### config.mk
export PLATFORM = sky130hd
export DESIGN_NAME = half_fixed_layer_sequencer
export DESIGN_NICKNAME = d
export VERILOG_FILES = /design/src/rtl/half_fixed_layer_sequencer.sv
export SDC_FILE = /design/constraint.sdc
export NUM_CORES = 1
export LEC_CHECK = 0
export ABC_AREA = 0
export CORE_MARGIN = 2
export CORE_UTILIZATION = 30
export CTS_BUF_LIST = sky130_fd_sc_hd__clkbuf_4 sky130_fd_sc_hd__clkbuf_8
export CTS_CLUSTER_DIAMETER = 120
export DETAILED_ROUTE_END_ITERATION = 16
export GPL_ROUTABILITY_DRIVEN = 1
export GPL_TIMING_DRIVEN = 1
export PLACE_DENSITY = 0.44
export SLEW_MARGIN = 20
export SYNTH_ARGS = -nofsm -noshare
export SYNTH_HDL_FRONTEND = slang
export SYNTH_SLANG_ARGS = --single-unit
### constraint.sdc
create_clock -name clk -period 10.55 [get_ports clk]
set_clock_uncertainty 0.2 [all_clocks]
set_input_delay 2.11 -clock clk [delete_from_list [all_inputs] [get_ports clk]]
set_output_delay 2.11 -clock clk [all_outputs]
set_load 0.01 [all_outputs]
### src/rtl/half_fixed_layer_sequencer.sv
// Sequencer for one half_fixed_matrix_dot_vector layer: streams the weight
// matrix in, then buffers and issues input vectors, and forwards row results.
module half_fixed_layer_sequencer #(
  parameter int BITS   = 16,
  parameter int WIDTH  = 40,
  parameter int HEIGHT = 10,
  parameter int MULTS  = 2,
  localparam int BEATS  = WIDTH / MULTS,
  localparam int LBEATS = HEIGHT * BEATS,
  localparam int AW     = $clog2(LBEATS),
  localparam int KW     = $clog2(BEATS),
  localparam int IW     = $clog2(HEIGHT)
) (
  input  logic                        clk,
  input  logic                        rst,
  input  logic                        start,
  input  logic [15:0]                 n_vectors,
  output logic                        busy,
  output logic                        done,
  output logic                        w_rd_en,
  output logic [AW-1:0]               w_addr,
  input  logic [MULTS-1:0][BITS-1:0]  w_data,
  input  logic                        vec_valid,
  output logic                        vec_ready,
  input  logic [MULTS-1:0][BITS-1:0]  vec_data,
  output logic                        dp_load_matrix,
  output logic [MULTS-1:0][BITS-1:0]  dp_matrix_a,
  output logic                        dp_in_valid,
  output logic [MULTS-1:0][BITS-1:0]  dp_vector_b,
  input  logic                        dp_out_valid,
  input  logic [BITS-1:0]             dp_c,
  output logic                        res_valid,
  output logic [BITS-1:0]             res_data,
  output logic [IW-1:0]               res_index
);

  typedef enum logic [2:0] {IDLE, LOAD, FILL, ISSUE, DRAIN} state_t;

  state_t                     state;
  logic [MULTS-1:0][BITS-1:0] vbuf [BEATS];
  logic [KW-1:0]              k;
  logic [15:0]                n_cap;
  logic [15:0]                remaining;
  logic [31:0]                res_cnt;
  logic [31:0]                res_cnt_next;
  logic [31:0]                target;

  // Memory data arrives one cycle after the address, aligned with dp_load_matrix.
  assign dp_matrix_a  = dp_load_matrix ? w_data : '0;
  assign target       = 32'(n_cap) * 32'(HEIGHT);
  assign res_cnt_next = res_cnt + ((busy && res_valid) ? 32'd1 : 32'd0);

  always_ff @(posedge clk) begin
    if (state == FILL && vec_valid && vec_ready) vbuf[k] <= vec_data;
  end

  always_ff @(posedge clk) begin
    if (rst) begin
      state          <= IDLE;
      busy           <= 1'b0;
      done           <= 1'b0;
      w_rd_en        <= 1'b0;
      w_addr         <= '0;
      vec_ready      <= 1'b0;
      dp_load_matrix <= 1'b0;
      dp_in_valid    <= 1'b0;
      dp_vector_b    <= '0;
      k              <= '0;
      n_cap          <= '0;
      remaining      <= '0;
      res_cnt        <= '0;
    end else begin
      dp_load_matrix <= w_rd_en;
      done           <= 1'b0;
      if (busy && res_valid) res_cnt <= res_cnt + 32'd1;
      case (state)
        IDLE: begin
          if (start) begin
            state     <= LOAD;
            busy      <= 1'b1;
            n_cap     <= n_vectors;
            remaining <= n_vectors;
            res_cnt   <= '0;
            k         <= '0;
            w_rd_en   <= 1'b1;
            w_addr    <= '0;
          end
        end
        LOAD: begin
          if (w_addr == AW'(LBEATS - 1)) begin
            w_rd_en <= 1'b0;
            w_addr  <= '0;
            state   <= (remaining == '0) ? DRAIN : FILL;
          end else begin
            w_addr <= w_addr + 1'b1;
          end
        end
        FILL: begin
          vec_ready <= 1'b1;
          if (vec_valid && vec_ready) begin
            if (k == KW'(BEATS - 1)) begin
              vec_ready   <= 1'b0;
              state       <= ISSUE;
              k           <= '0;
              dp_in_valid <= 1'b1;
              dp_vector_b <= vbuf[0];
            end else begin
              k <= k + 1'b1;
            end
          end
        end
        ISSUE: begin
          if (k == KW'(BEATS - 1)) begin
            dp_in_valid <= 1'b0;
            dp_vector_b <= '0;
            k           <= '0;
            remaining   <= remaining - 16'd1;
            if (remaining == 16'd1) begin
              state <= DRAIN;
            end else begin
              state     <= FILL;
              vec_ready <= 1'b1;
            end
          end else begin
            k           <= k + 1'b1;
            dp_vector_b <= vbuf[k + 1'b1];
          end
        end
        DRAIN: begin
          // Hold off until the load pipe has emptied so an empty run still ends cleanly.
          if (!dp_load_matrix && res_cnt_next == target) begin
            done  <= 1'b1;
            busy  <= 1'b0;
            state <= IDLE;
          end
        end
        default: state <= IDLE;
      endcase
    end
  end

  always_ff @(posedge clk) begin
    if (rst) begin
      res_valid <= 1'b0;
      res_data  <= '0;
      res_index <= '0;
    end else begin
      res_valid <= dp_out_valid;
      res_data  <= dp_c;
      if (res_valid) res_index <= (res_index == IW'(HEIGHT - 1)) ? '0 : res_index + 1'b1;
    end
  end

endmodule

==> summary.md <==
| Metric | Value |
|---|---|
| Worst hold endpoint | `dp_load_matrix` |
| Clock power share | `0.408` |
| Hold WC Path Type | `register to register` |
| Global route overflow | `0` |
| Synth Area in Adders | `0.0153` |
| Vias in the first global route | `a little under 20000` |
| Placer congestion estimate | `0.806` |
| # resized after CTS | `0` |
| CTS Buffer Depth | `3` |
| VDD IR max | `roughly 0.00007 V` |
| Cell area after synthesis | `0.0323 mm^2` |
| PnR Total Power | `about 7 mW` |
| Psw | `1.69 mW` |
| First-pass GRT wire length | `132000 um` |
| Number of CTS-inserted buffers | `140` |
| Final min period | `5.60 ns` |
| Synth Area in Compound Gates | `0.0411` |
| WS Path Type | `primary input to output port` |
| F_max | `0.179 GHz` |
| Reg2Reg Depth | `8` |
| Core area | `0.107 mm^2` |
| Worst path required time | `around 8 ns` |
| Outcome | `finished clean` |
| Simple-Gate Fraction of Synth Area | `0.0782` |
| Overall die height | `about 330 um` |
| Setup-failing EPs final | `0` |
| Warnings, synthesis | `0` |
| Cell Rows | `120` |
| Pleak | `12.3 nW` |
| Slew headroom | `0.300` |
| Flops & latches, synth | `779` |
| Syn avg cell area | `16.6 um^2` |
| Initial antenna violation count | `6` |
| CTS Sinks | `779` |
| Area leader, netlist | `edfxtp_1` |
| Vias/cell | `between 4 and 5` |
| Switch share | `0.242` |
| Tcrit/Tclk final | `0.531` |
| HPWL Detailed | `49100 um` |
| Max-cap violations | `0` |
| Antenna Violating Nets Remaining | `0` |
| Post-route DRC | `0` |
| Gr usage total | `0.161` |
| Post-synth EDFFs | `640` |
| GR met3 Demand/Resource | `0.0346` |
| CP Launch Type | `primary input` |
| Area contributors post-synth | `edfxtp_1 59%, mux4_2 13%, dfxtp_1 8.6%` |
| Hold Vio Cnt, Final | `0` |
| Reg2reg start | `k[0]` |
| Ys flop type | `edfxtp_1` |
| Largest net degree at the start of global routing | `58` |
| Mux contribution to synthesized area | `0.146` |
| Syn-to-layout area delta | `20.4%` |
| Hold Crit Start | `w_rd_en` |
| Root Buffer Master | `clkbuf_8` |
| Synth unique cells | `73` |
| Synth top area share | `0.594` |
| CTS tree | `yes` |
| Nets | `2354` |
| Comb pwr share | `0.102` |
| DR vias | `18600` |
| CP Data Arrival Time | `3.29 ns` |
| Hold-critical path depth | `1` |
| Post-CTS Setup Bufs | `0` |
| Buffers added on ports | `199` |
| Int Pwr | `roughly 5.3 mW` |
| CTS Hold Bufs | `0` |
| Syn_nets | `2087` |
| Share of layout cells above drive strength 1 | `0.230` |
| Worst Setup End Kind | `output port` |
| PD cells | `between 150 and 200 mW/mm^2` |
| # IOs | `200` |
| Crit Path Max Fanout | `1` |
| Synthesized instance count | `1947` |
| XOR/XNOR share of the synthesized area | `0.0214` |
| Largest family of logic cells by synthesized area | `multiplexers` |
| Global route hottest layer | `met2` |
| Clk Latency, worst-skew pair | `0.83 ns` |
| Initial DRC count | `roughly 1500` |
| Reg-to-reg setup timing slack | `5.45 ns` |
| Sequential fraction of the synthesis area | `0.680` |
| Sequential share of power | `0.491` |
| Setup TNS | `0 ns` |
| Met1 GRT Util | `0.212` |
| Final wirelength | `88800 um` |
| Clk slew on worst S/H paths | `0.06 ns` |
| DR pass1 iterations | `5` |
| H-tree levels | `4` |
| Measured slew at the worst slew-check pin | `approximately 1.1 ns` |
| Die area | `around 0.11 mm^2` |
| Met2 global-route usage | `0.269` |
| Avg WL per Cell | `approximately 24 um` |
| RSZ-0062 raised after global routing | `no` |
| Worst Setup SP | `w_data[5]` |
| Die X | `about 330 um` |
| Fraction of registers with async set/reset | `0` |
| Starting Density | `0.302` |
| Max Slew Vio Count | `0` |
| Worst R2R End | `dp_vector_b[12]` |
==> Yosys cell counts, drive strengths merged (5+ instances only) <==
| library cell | instances |
|---|---|
| mux2 | 33 |
| nor4 | 15 |
| a211oi | 7 |
| o211ai | 5 |
| xnor2 | 47 |
| a222oi | 24 |
| nand2b | 9 |
| clkbuf | 77 |
| nor2b | 23 |
| a221oi | 9 |
| mux4 | 192 |
| buf | 32 |
| xor2 | 26 |
| ha | 38 |
| o21ai | 48 |
| a22oi | 5 |
| and3 | 11 |
| nand3 | 28 |
| nand4 | 27 |
| nand2 | 112 |
| or3 | 21 |
| edfxtp | 640 |
| or4 | 5 |
| inv | 17 |
| and4 | 6 |
| a21oi | 73 |
| dfxtp | 139 |
| nor2 | 145 |
| and2 | 38 |
| nor3 | 36 |
==> through the flow <==
step            util  worst slack, ns  std cells  instance area, um^2  hold slack [ns]
6_report       0.364             4.95       3729                38900            0.281
4_1_cts        0.364             4.96       3726                38900            0.283
2_1_floorplan      -             5.88       1947                32300            0.246
5_1_grt        0.364             4.92       3728                38900            0.296
3_5_place_dp   0.337             4.97       3475                36100            0.279
3_3_place_gp   0.337             4.97       3475                36100            0.260
==> state kept, by name (all words and copies together), names as in the netlist <==
signal and flops:
vbuf 640, dp_vector_b 32, res_cnt 32, n_cap 16
remaining 16, res_data 16, w_addr 8, k 5
res_index 4, state 3, busy 1, done 1
dp_in_valid 1, dp_load_matrix 1, res_valid 1, vec_ready 1
w_rd_en 1
==> final cells by class <==
type,instances,area [um^2]
clock buffers,204,2490
fillers,10100,68100
flip-flops and latches,779,22000
repair buffers,234,2250
diodes,3,7.51
clock inverters,47,325
multi-input cells,1042,10000
inverters,17,63.8
well taps,1403,1760
==> cells in the final DEF (no fill, tap or decap), types with 6 or more instances in the layout <==
cell type        instances
o21ai_0                 42
nor3_1                  32
clkbuf_4                50
a211oi_1                 7
or3_1                   21
nand4_1                 24
a21oi_1                 72
and2_1                  38
clkdlybuf4s50_1        198
nand2b_1                 9
xnor2_1                 46
clkbuf_8               154
nor2b_1                 23
clkinv_1                27
dfxtp_1                138
a222oi_1                24
buf_4                   36
a221oi_1                 9
nor2_4                  20
inv_1                   17
nor4_1                  12
and4_1                   6
nand2_1                111
mux4_2                 192
mux2_2                  33
nor2_1                 125
edfxtp_1               640
xor2_1                  23
clkinvlp_4               6
and3_1                  11
nand3_1                 27
ha_1                    37
==> logic make-up (layout without fill, tap and decap cells) <==
family                     Yosys count  in the layout
xor gates and xnor gates            75             75
DFF                                779            779
buffers and inverters              126            502
adders and majority gates           39             39
other                                0              3
and+or+nand+nor                    496            496
muxes                              229            229
AOI/OAI and AO/OA                  203            203
==> routing by layer <==
| layer | vias up | wire (um) |
|---|---|---|
| met5 | - | 44 |
| met4 | 6 | 1720 |
| met3 | 122 | 4120 |
| met2 | 434 | 43600 |
| met1 | 9729 | 39400 |
| li1 | 8290 | - |
==> worst max path at each step <==
stage,endpoint,slack (ns),depth (start not counted)
2_1_floorplan,dp_vector_b[0],5.88,7
4_1_cts,dp_matrix_a[5],4.96,3
3_3_place_gp,dp_matrix_a[3],4.97,3
5_1_grt,dp_matrix_a[6],4.92,3
6_report,dp_matrix_a[5],4.95,3
3_5_place_dp,dp_matrix_a[5],4.97,3
==> power by group through the flow <==
stage               clock, mW  combinational (mW)  sequential [mW]
global placement            0               0.712             3.48
floorplan                   0               0.466             3.46
global route             3.08               0.776             3.43
finish                   2.84               0.708             3.42
CTS                      2.94               0.720             3.42
detailed placement          0               0.715             3.48
==> critical path, stage by stage <==
cell	delay [ns]
clkdlybuf4s50_1	0.45
and2_1	0.17
clkdlybuf4s50_1	0.56
Power figures use the tool's default switching activity.
